`src/rtl/uart_avms_host.sv`:
```
// uart_avms_host: Avalon-MM initiator for the uart_core register slave.
// Buffers TX bytes, polls STATUS, writes TXDATA and fetches RXDATA.
module uart_avms_host #(
    parameter int TX_FIFO_DEPTH = 4,
    parameter int POLL_GAP      = 3,
    parameter int READ_LATENCY  = 1,
    parameter int POLL_PERIOD   = 1024
) (
    input  logic       clk_i,
    input  logic       rst_i,
    input  logic [7:0] tx_data_i,
    input  logic       tx_valid_i,
    output logic       tx_ready_o,
    output logic [7:0] rx_data_o,
    output logic       rx_valid_o,
    input  logic       rx_ready_i,
    output logic [3:0] avms_address_o,
    output logic       avms_byteenable_o,
    output logic       avms_read_o,
    output logic       avms_write_o,
    output logic [7:0] avms_writedata_o,
    input  logic [7:0] avms_readdata_i,
    input  logic       irq_i,
    output logic [7:0] status_o,
    output logic       busy_o
);

    localparam int AW   = $clog2(TX_FIFO_DEPTH);
    localparam int CMAX = (POLL_GAP > READ_LATENCY) ? POLL_GAP : READ_LATENCY;
    localparam int CW   = $clog2(CMAX + 1);
    localparam int TW   = (POLL_PERIOD > 0) ? $clog2(POLL_PERIOD + 1) : 1;

    localparam logic [2:0] ST_IDLE      = 3'd0;
    localparam logic [2:0] ST_GAP       = 3'd1;
    localparam logic [2:0] ST_RD_STAT   = 3'd2;
    localparam logic [2:0] ST_WAIT_STAT = 3'd3;
    localparam logic [2:0] ST_WR_TX     = 3'd4;
    localparam logic [2:0] ST_RD_RX     = 3'd5;
    localparam logic [2:0] ST_WAIT_RX   = 3'd6;

    localparam logic [3:0] ADDR_TXDATA = 4'h0;
    localparam logic [3:0] ADDR_STATUS = 4'h1;
    localparam logic [3:0] ADDR_RXDATA = 4'h2;

    logic [2:0]    state_q, state_d;
    logic [2:0]    tgt_q, tgt_d;
    logic [CW-1:0] cnt_q, cnt_d;
    logic [TW-1:0] timer_q, timer_d;
    logic [7:0]    status_q, status_d;
    logic [7:0]    rx_data_q, rx_data_d;
    logic          rx_valid_q, rx_valid_d;
    logic          irq_pend_q, irq_pend_d;

    logic [7:0]    mem_q [TX_FIFO_DEPTH];
    logic [AW-1:0] wr_ptr_q, wr_ptr_d;
    logic [AW-1:0] rd_ptr_q, rd_ptr_d;
    logic [AW:0]   fcnt_q, fcnt_d;

    logic fifo_full;
    logic fifo_nempty;
    logic push;
    logic pop;
    logic poll_due;
    logic lat_done;
    logic gap_done;

    assign fifo_full   = (fcnt_q == (AW+1)'(TX_FIFO_DEPTH));
    assign fifo_nempty = (fcnt_q != '0);
    assign push        = tx_valid_i & ~fifo_full;
    assign pop         = (state_q == ST_WR_TX);
    assign poll_due    = (POLL_PERIOD != 0) && (timer_q == TW'(POLL_PERIOD));
    assign lat_done    = (cnt_q == CW'(READ_LATENCY - 1));
    assign gap_done    = (cnt_q == CW'(POLL_GAP - 1));

    // FIFO pointer and occupancy update; push and pop may coincide.
    always_comb begin
        wr_ptr_d = wr_ptr_q;
        rd_ptr_d = rd_ptr_q;
        fcnt_d   = fcnt_q;
        if (push) begin
            wr_ptr_d = wr_ptr_q + AW'(1);
        end
        if (pop) begin
            rd_ptr_d = rd_ptr_q + AW'(1);
        end
        unique case (1'b1)
            push & ~pop: fcnt_d = fcnt_q + (AW+1)'(1);
            pop & ~push: fcnt_d = fcnt_q - (AW+1)'(1);
            default:     fcnt_d = fcnt_q;
        endcase
    end

    // Bus sequencing FSM, status/RX capture and IRQ bookkeeping.
    always_comb begin
        state_d    = state_q;
        tgt_d      = tgt_q;
        cnt_d      = cnt_q;
        timer_d    = timer_q;
        status_d   = status_q;
        rx_data_d  = rx_data_q;
        rx_valid_d = rx_valid_q;
        irq_pend_d = irq_i | (irq_pend_q & (state_q != ST_RD_RX));
        if (rx_valid_q & rx_ready_i) begin
            rx_valid_d = 1'b0;
        end
        unique case (state_q)
            ST_IDLE: begin
                if (fifo_nempty | irq_pend_q | poll_due) begin
                    state_d = ST_GAP;
                    tgt_d   = ST_RD_STAT;
                    cnt_d   = '0;
                    timer_d = '0;
                end else if (POLL_PERIOD != 0) begin
                    timer_d = timer_q + TW'(1);
                end
            end
            ST_GAP: begin
                if (gap_done) begin
                    state_d = tgt_q;
                    cnt_d   = '0;
                end else begin
                    cnt_d = cnt_q + CW'(1);
                end
            end
            ST_RD_STAT: begin
                state_d = ST_WAIT_STAT;
                cnt_d   = '0;
            end
            ST_WAIT_STAT: begin
                if (lat_done) begin
                    status_d = avms_readdata_i;
                    cnt_d    = '0;
                    if (avms_readdata_i[1] & ~rx_valid_q) begin
                        state_d = ST_GAP;
                        tgt_d   = ST_RD_RX;
                    end else if (avms_readdata_i[0] & fifo_nempty) begin
                        state_d = ST_GAP;
                        tgt_d   = ST_WR_TX;
                    end else begin
                        state_d = ST_IDLE;
                    end
                end else begin
                    cnt_d = cnt_q + CW'(1);
                end
            end
            ST_WR_TX: begin
                state_d = ST_IDLE;
            end
            ST_RD_RX: begin
                state_d = ST_WAIT_RX;
                cnt_d   = '0;
            end
            ST_WAIT_RX: begin
                if (lat_done) begin
                    rx_data_d  = avms_readdata_i;
                    rx_valid_d = 1'b1;
                    cnt_d      = '0;
                    state_d    = ST_IDLE;
                end else begin
                    cnt_d = cnt_q + CW'(1);
                end
            end
            default: begin
                state_d = ST_IDLE;
            end
        endcase
    end

    // Control state registers with synchronous reset.
    always_ff @(posedge clk_i) begin
        if (rst_i) begin
            state_q    <= ST_IDLE;
            tgt_q      <= ST_RD_STAT;
            cnt_q      <= '0;
            timer_q    <= '0;
            status_q   <= '0;
            rx_data_q  <= '0;
            rx_valid_q <= 1'b0;
            irq_pend_q <= 1'b0;
            wr_ptr_q   <= '0;
            rd_ptr_q   <= '0;
            fcnt_q     <= '0;
        end else begin
            state_q    <= state_d;
            tgt_q      <= tgt_d;
            cnt_q      <= cnt_d;
            timer_q    <= timer_d;
            status_q   <= status_d;
            rx_data_q  <= rx_data_d;
            rx_valid_q <= rx_valid_d;
            irq_pend_q <= irq_pend_d;
            wr_ptr_q   <= wr_ptr_d;
            rd_ptr_q   <= rd_ptr_d;
            fcnt_q     <= fcnt_d;
        end
    end

    // FIFO storage; contents are meaningless once the pointers reset.
    always_ff @(posedge clk_i) begin
        if (push) begin
            mem_q[wr_ptr_q] <= tx_data_i;
        end
    end

    // Bus outputs decoded from the registered state only.
    always_comb begin
        avms_read_o       = 1'b0;
        avms_write_o      = 1'b0;
        avms_byteenable_o = 1'b0;
        avms_writedata_o  = 8'h00;
        avms_address_o    = ADDR_STATUS;
        unique case (state_q)
            ST_RD_STAT: begin
                avms_read_o    = 1'b1;
                avms_address_o = ADDR_STATUS;
            end
            ST_WR_TX: begin
                avms_write_o      = 1'b1;
                avms_byteenable_o = 1'b1;
                avms_writedata_o  = mem_q[rd_ptr_q];
                avms_address_o    = ADDR_TXDATA;
            end
            ST_RD_RX: begin
                avms_read_o    = 1'b1;
                avms_address_o = ADDR_RXDATA;
            end
            default: begin
                avms_address_o = ADDR_STATUS;
            end
        endcase
    end

    assign tx_ready_o = ~fifo_full;
    assign rx_data_o  = rx_data_q;
    assign rx_valid_o = rx_valid_q;
    assign status_o   = status_q;
    assign busy_o     = (state_q != ST_IDLE);

endmodule
```
`config.mk`:
```
export PLATFORM = sky130hd
export DESIGN_NAME = uart_avms_host
export DESIGN_NICKNAME = d
export VERILOG_FILES = /design/src/rtl/uart_avms_host.sv
export SDC_FILE = /design/constraint.sdc
export NUM_CORES = 1
export LEC_CHECK = 0
export CAP_MARGIN = 20
export CELL_PAD_IN_SITES_DETAIL_PLACEMENT = 1
export CELL_PAD_IN_SITES_GLOBAL_PLACEMENT = 2
export CORE_ASPECT_RATIO = 1.25
export CORE_MARGIN = 8
export CORE_UTILIZATION = 37
export CTS_CLUSTER_DIAMETER = 80
export DETAILED_ROUTE_END_ITERATION = 8
export HOLD_SLACK_MARGIN = 0.08
export PLACE_DENSITY = 0.87
export SLEW_MARGIN = 40
export SYNTH_ARGS = -nofsm -noshare
export SYNTH_HDL_FRONTEND = slang
export SYNTH_SLANG_ARGS = --single-unit
```
`constraint.sdc`:
```
create_clock -name clk_i -period 7.2 [get_ports clk_i]
set_input_delay 0.72 -clock clk_i [delete_from_list [all_inputs] [get_ports clk_i]]
set_output_delay 0.72 -clock clk_i [all_outputs]
set_load 0.01 [all_outputs]
```
==> summary.txt <==
Outcome
  • Status: completed

GRT
  • Vias in the first global route: 2916
  • GRT Total Usage: 13.67%
  • First-pass GRT wire length: about 14000 um
  • GRT overflow: 0
  • Maximum number of pins on one net before global-route repair: 45
  • Initial antenna violation count: 0

Drt
  • # DRC: 0
  • Routed len/inst: 17.02 um
  • Via count: 2629
  • Vias per cell: approximately 5.2
  • Final ANT Viol Nets: 0
  • Pre-Repair DR Iteration Count: 6
  • DR iter-0 viols: 94
  • Detailed-route wire length: ~8600 um

STA
  • Final Hold Violating Endpoints: 0
  • Max_slew headroom: 53.16%
  • Final Max Tran Viols: 0
  • Post-layout minimum cycle time: between 3 and 4 ns
  • Worst hold slack: 0.4508 ns
  • Final setup TNS: 0 ns
  • Fmax: 326.6 MHz
  • Slew at the pin closest to its max-slew limit: about 0.7 ns
  • Clock Skew: about 0.0044 ns
  • RSZ-0062 raised after global routing: no
  • Ratio of final minimum period to clock period: a little over two fifths
  • Endpoints failing setup: 0

Synthesis
  • Mapped Area: 0.003545 mm^2
  • Sequential share of the synthesized area: a little over half
  • Main synth FF type: dfxtp_1
  • Post-Synthesis Cells: about 330
  • Post-synth EDFFs: 32
  • Yosys warns: 0
  • Yosys reg bits: 78
  • Synthesized area per cell: roughly 11 um^2
  • Library cells used by synthesis: 52
  • Asr flop ratio synth: 0%

Placement
  • # placed instances: around 490
  • Port buffer count: 52
  • Dpl hpwl: 6248 um
  • Dpl cell area: a little over 0.004 mm^2
  • GPL Wtd Cong: about 0.75

Clock network
  • Post-CTS setup repair buffer count: 0
  • Cts bufs inserted: 9
  • Post-CTS sizing: 0
  • Root Buffer: clkbuf_16
  • H-Tree Depth: 3
  • Clock transition at path regs: ~0.060 ns
  • Post-CTS Hold Buffers: 0
  • Clk sink count: 78
  • Clock buffer depth: 2
  • CTS tree: done
  • Skew-Pair Late Insertion Delay: around 0.34 ns

Power
  • Peak supply drop: roughly 0.00015 V
  • Leakage: around 1.6 nW
  • Pwr dens: 293.6 mW/mm^2
  • Power consumption: approximately 0.0013 W

Setup path
  • Setup crit start kind: register
  • Arrival time at the worst endpoint: roughly 2.3 ns
  • Crit path capture type: output pin
  • Max FO, Critical Path: 18
  • Critical Path RT: approximately 6.5 ns
  • Critical path type: register to output pin

Worst hold path
  • Hold Path Class: register to register

Final layout
  • Commonest cells after routing, fill and taps aside: 52 x clkdlybuf4s50_1, 46 x nand2_1, 45 x dfxtp_1
  • Finished Cell Area: about 0.0045 mm^2
  • Antenna Cells: 0
  • Share of post-route cells with drive strength above 1: between 8 and 9%
  • Commonest non-fill, non-tap cell in the layout: clkdlybuf4s50_1
  • Final #Nets: between 400 and 500
  • Final Instance Count excl. Fillers: 505
  • Area grow syn2layout: 25.80%

Floorplanning
  • Starting density of the core: a little under two fifths
  • Core area: 0.009459 mm^2
  • Die area: 0.01299 mm^2
  • Die span in x: just over 100 um
  • Rows: 40
  • I/O Pins: between 50 and 60
  • Die height: approximately 130 um

Run
  • Maxcap violations: 0
==> per-layer routing <==
metal	global-route usage, %	part of all wire (%)	up-vias
li1	-	-	1289
met1	14.05	41	1293
met2	25.23	55	37
met3	3.649	2.7	10
met4	6.066	1.8	0
met5	0	0	-
==> Yosys cell counts, types with 4 or more instances <==
cell | count | area, um^2
xor2_1 | 6 | 52.55
nand2b_1 | 5 | 31.28
xnor2_1 | 4 | 35.03
buf_4 | 7 | 52.55
a21oi_1 | 23 | 115.1
nand3_1 | 7 | 35.03
clkbuf_1 | 10 | 37.54
nand2_1 | 46 | 172.7
o21ai_0 | 6 | 30.03
ha_1 | 10 | 125.1
nor2_1 | 13 | 48.80
nor3_1 | 7 | 35.03
and3_1 | 14 | 87.58
a22o_1 | 4 | 35.03
a31oi_1 | 5 | 31.28
edfxtp_1 | 32 | 960.9
dfxtp_1 | 46 | 920.9
mux4_2 | 8 | 180.2
inv_1 | 16 | 60.06
==> layout make-up <==
type	count	area (um^2)
inverter	16	60.06
fill	1009	5000
clock inverter	7	80.08
clock buffer	9	225.2
multi-input combinational	215	1518
timing repair buffer	54	535.5
sequential	78	1883
tap	126	157.7
==> critical path: stages, from the launching register on <==
cell             delay (ns)
dfxtp_1                0.49
nor2_1                 0.63
nand2_1                0.19
inv_1                  0.14
clkdlybuf4s50_1        0.55
==> cells by family (layout without fill, tap and decap cells) <==
group | after synthesis | after routing | share of synthesized area, %
flip-flops | 78 | 78 | 53.09
other | 1 | 2 | 0.1058
XOR/XNOR | 10 | 10 | 2.471
multiplexers | 11 | 11 | 5.930
buffers and inverters | 36 | 86 | 4.871
AND/OR/NAND/NOR | 115 | 115 | 16.38
AO/OA/AOI/OAI | 66 | 66 | 13.06
adder cells (fa/ha/maj) | 11 | 11 | 4.095
==> per-stage QoR <==
stage | utilization (%) | setup WS, ns
after floorplan | - | 4.933
after global placement | 43.65 | 4.468
after detailed placement | 43.90 | 4.394
after CTS | 47.13 | 4.062
after global routing | 47.14 | 3.896
final | 47.14 | 4.138
==> power by group <==
group	switching [W]	internal (W)	leakage (nW)	total, W
logic	0.000170	0.000132	0.768	0.000301
registers	0.0000492	0.000500	0.667	0.000549
clock network	0.000186	0.000273	0.144	0.000459
==> flip-flops by register name, indices dropped and copies added, names as in the netlist, 2 cells and up, named ones only <==
register and flops:
rx_data_o 8, state_q 3, fcnt_q 3, tgt_q 3, mem_q 32, cnt_q 2
timer_q 11, rd_ptr_q 2, status_o 8, wr_ptr_q 2
==> final timing paths <==
| path | from | endpoint | slack, ns | cells after the start |
|---|---|---|---|---|
| setup / recovery | state_q[1]$_SDFFE_PP0P_ | avms_write_o | 4.14 | 4 |
| setup reg to reg | state_q[1]$_SDFFE_PP0P_ | fcnt_q[2]$_SDFFE_PP0P_ | 4.63 | 8 |
| hold / removal | rx_data_o[3]$_SDFFE_PP0P_ | rx_data_o[3]$_SDFFE_PP0P_ | 0.45 | 2 |
| hold reg to reg | rx_data_o[3]$_SDFFE_PP0P_ | rx_data_o[3]$_SDFFE_PP0P_ | 0.45 | 2 |
(Power assumes the default switching activity.)
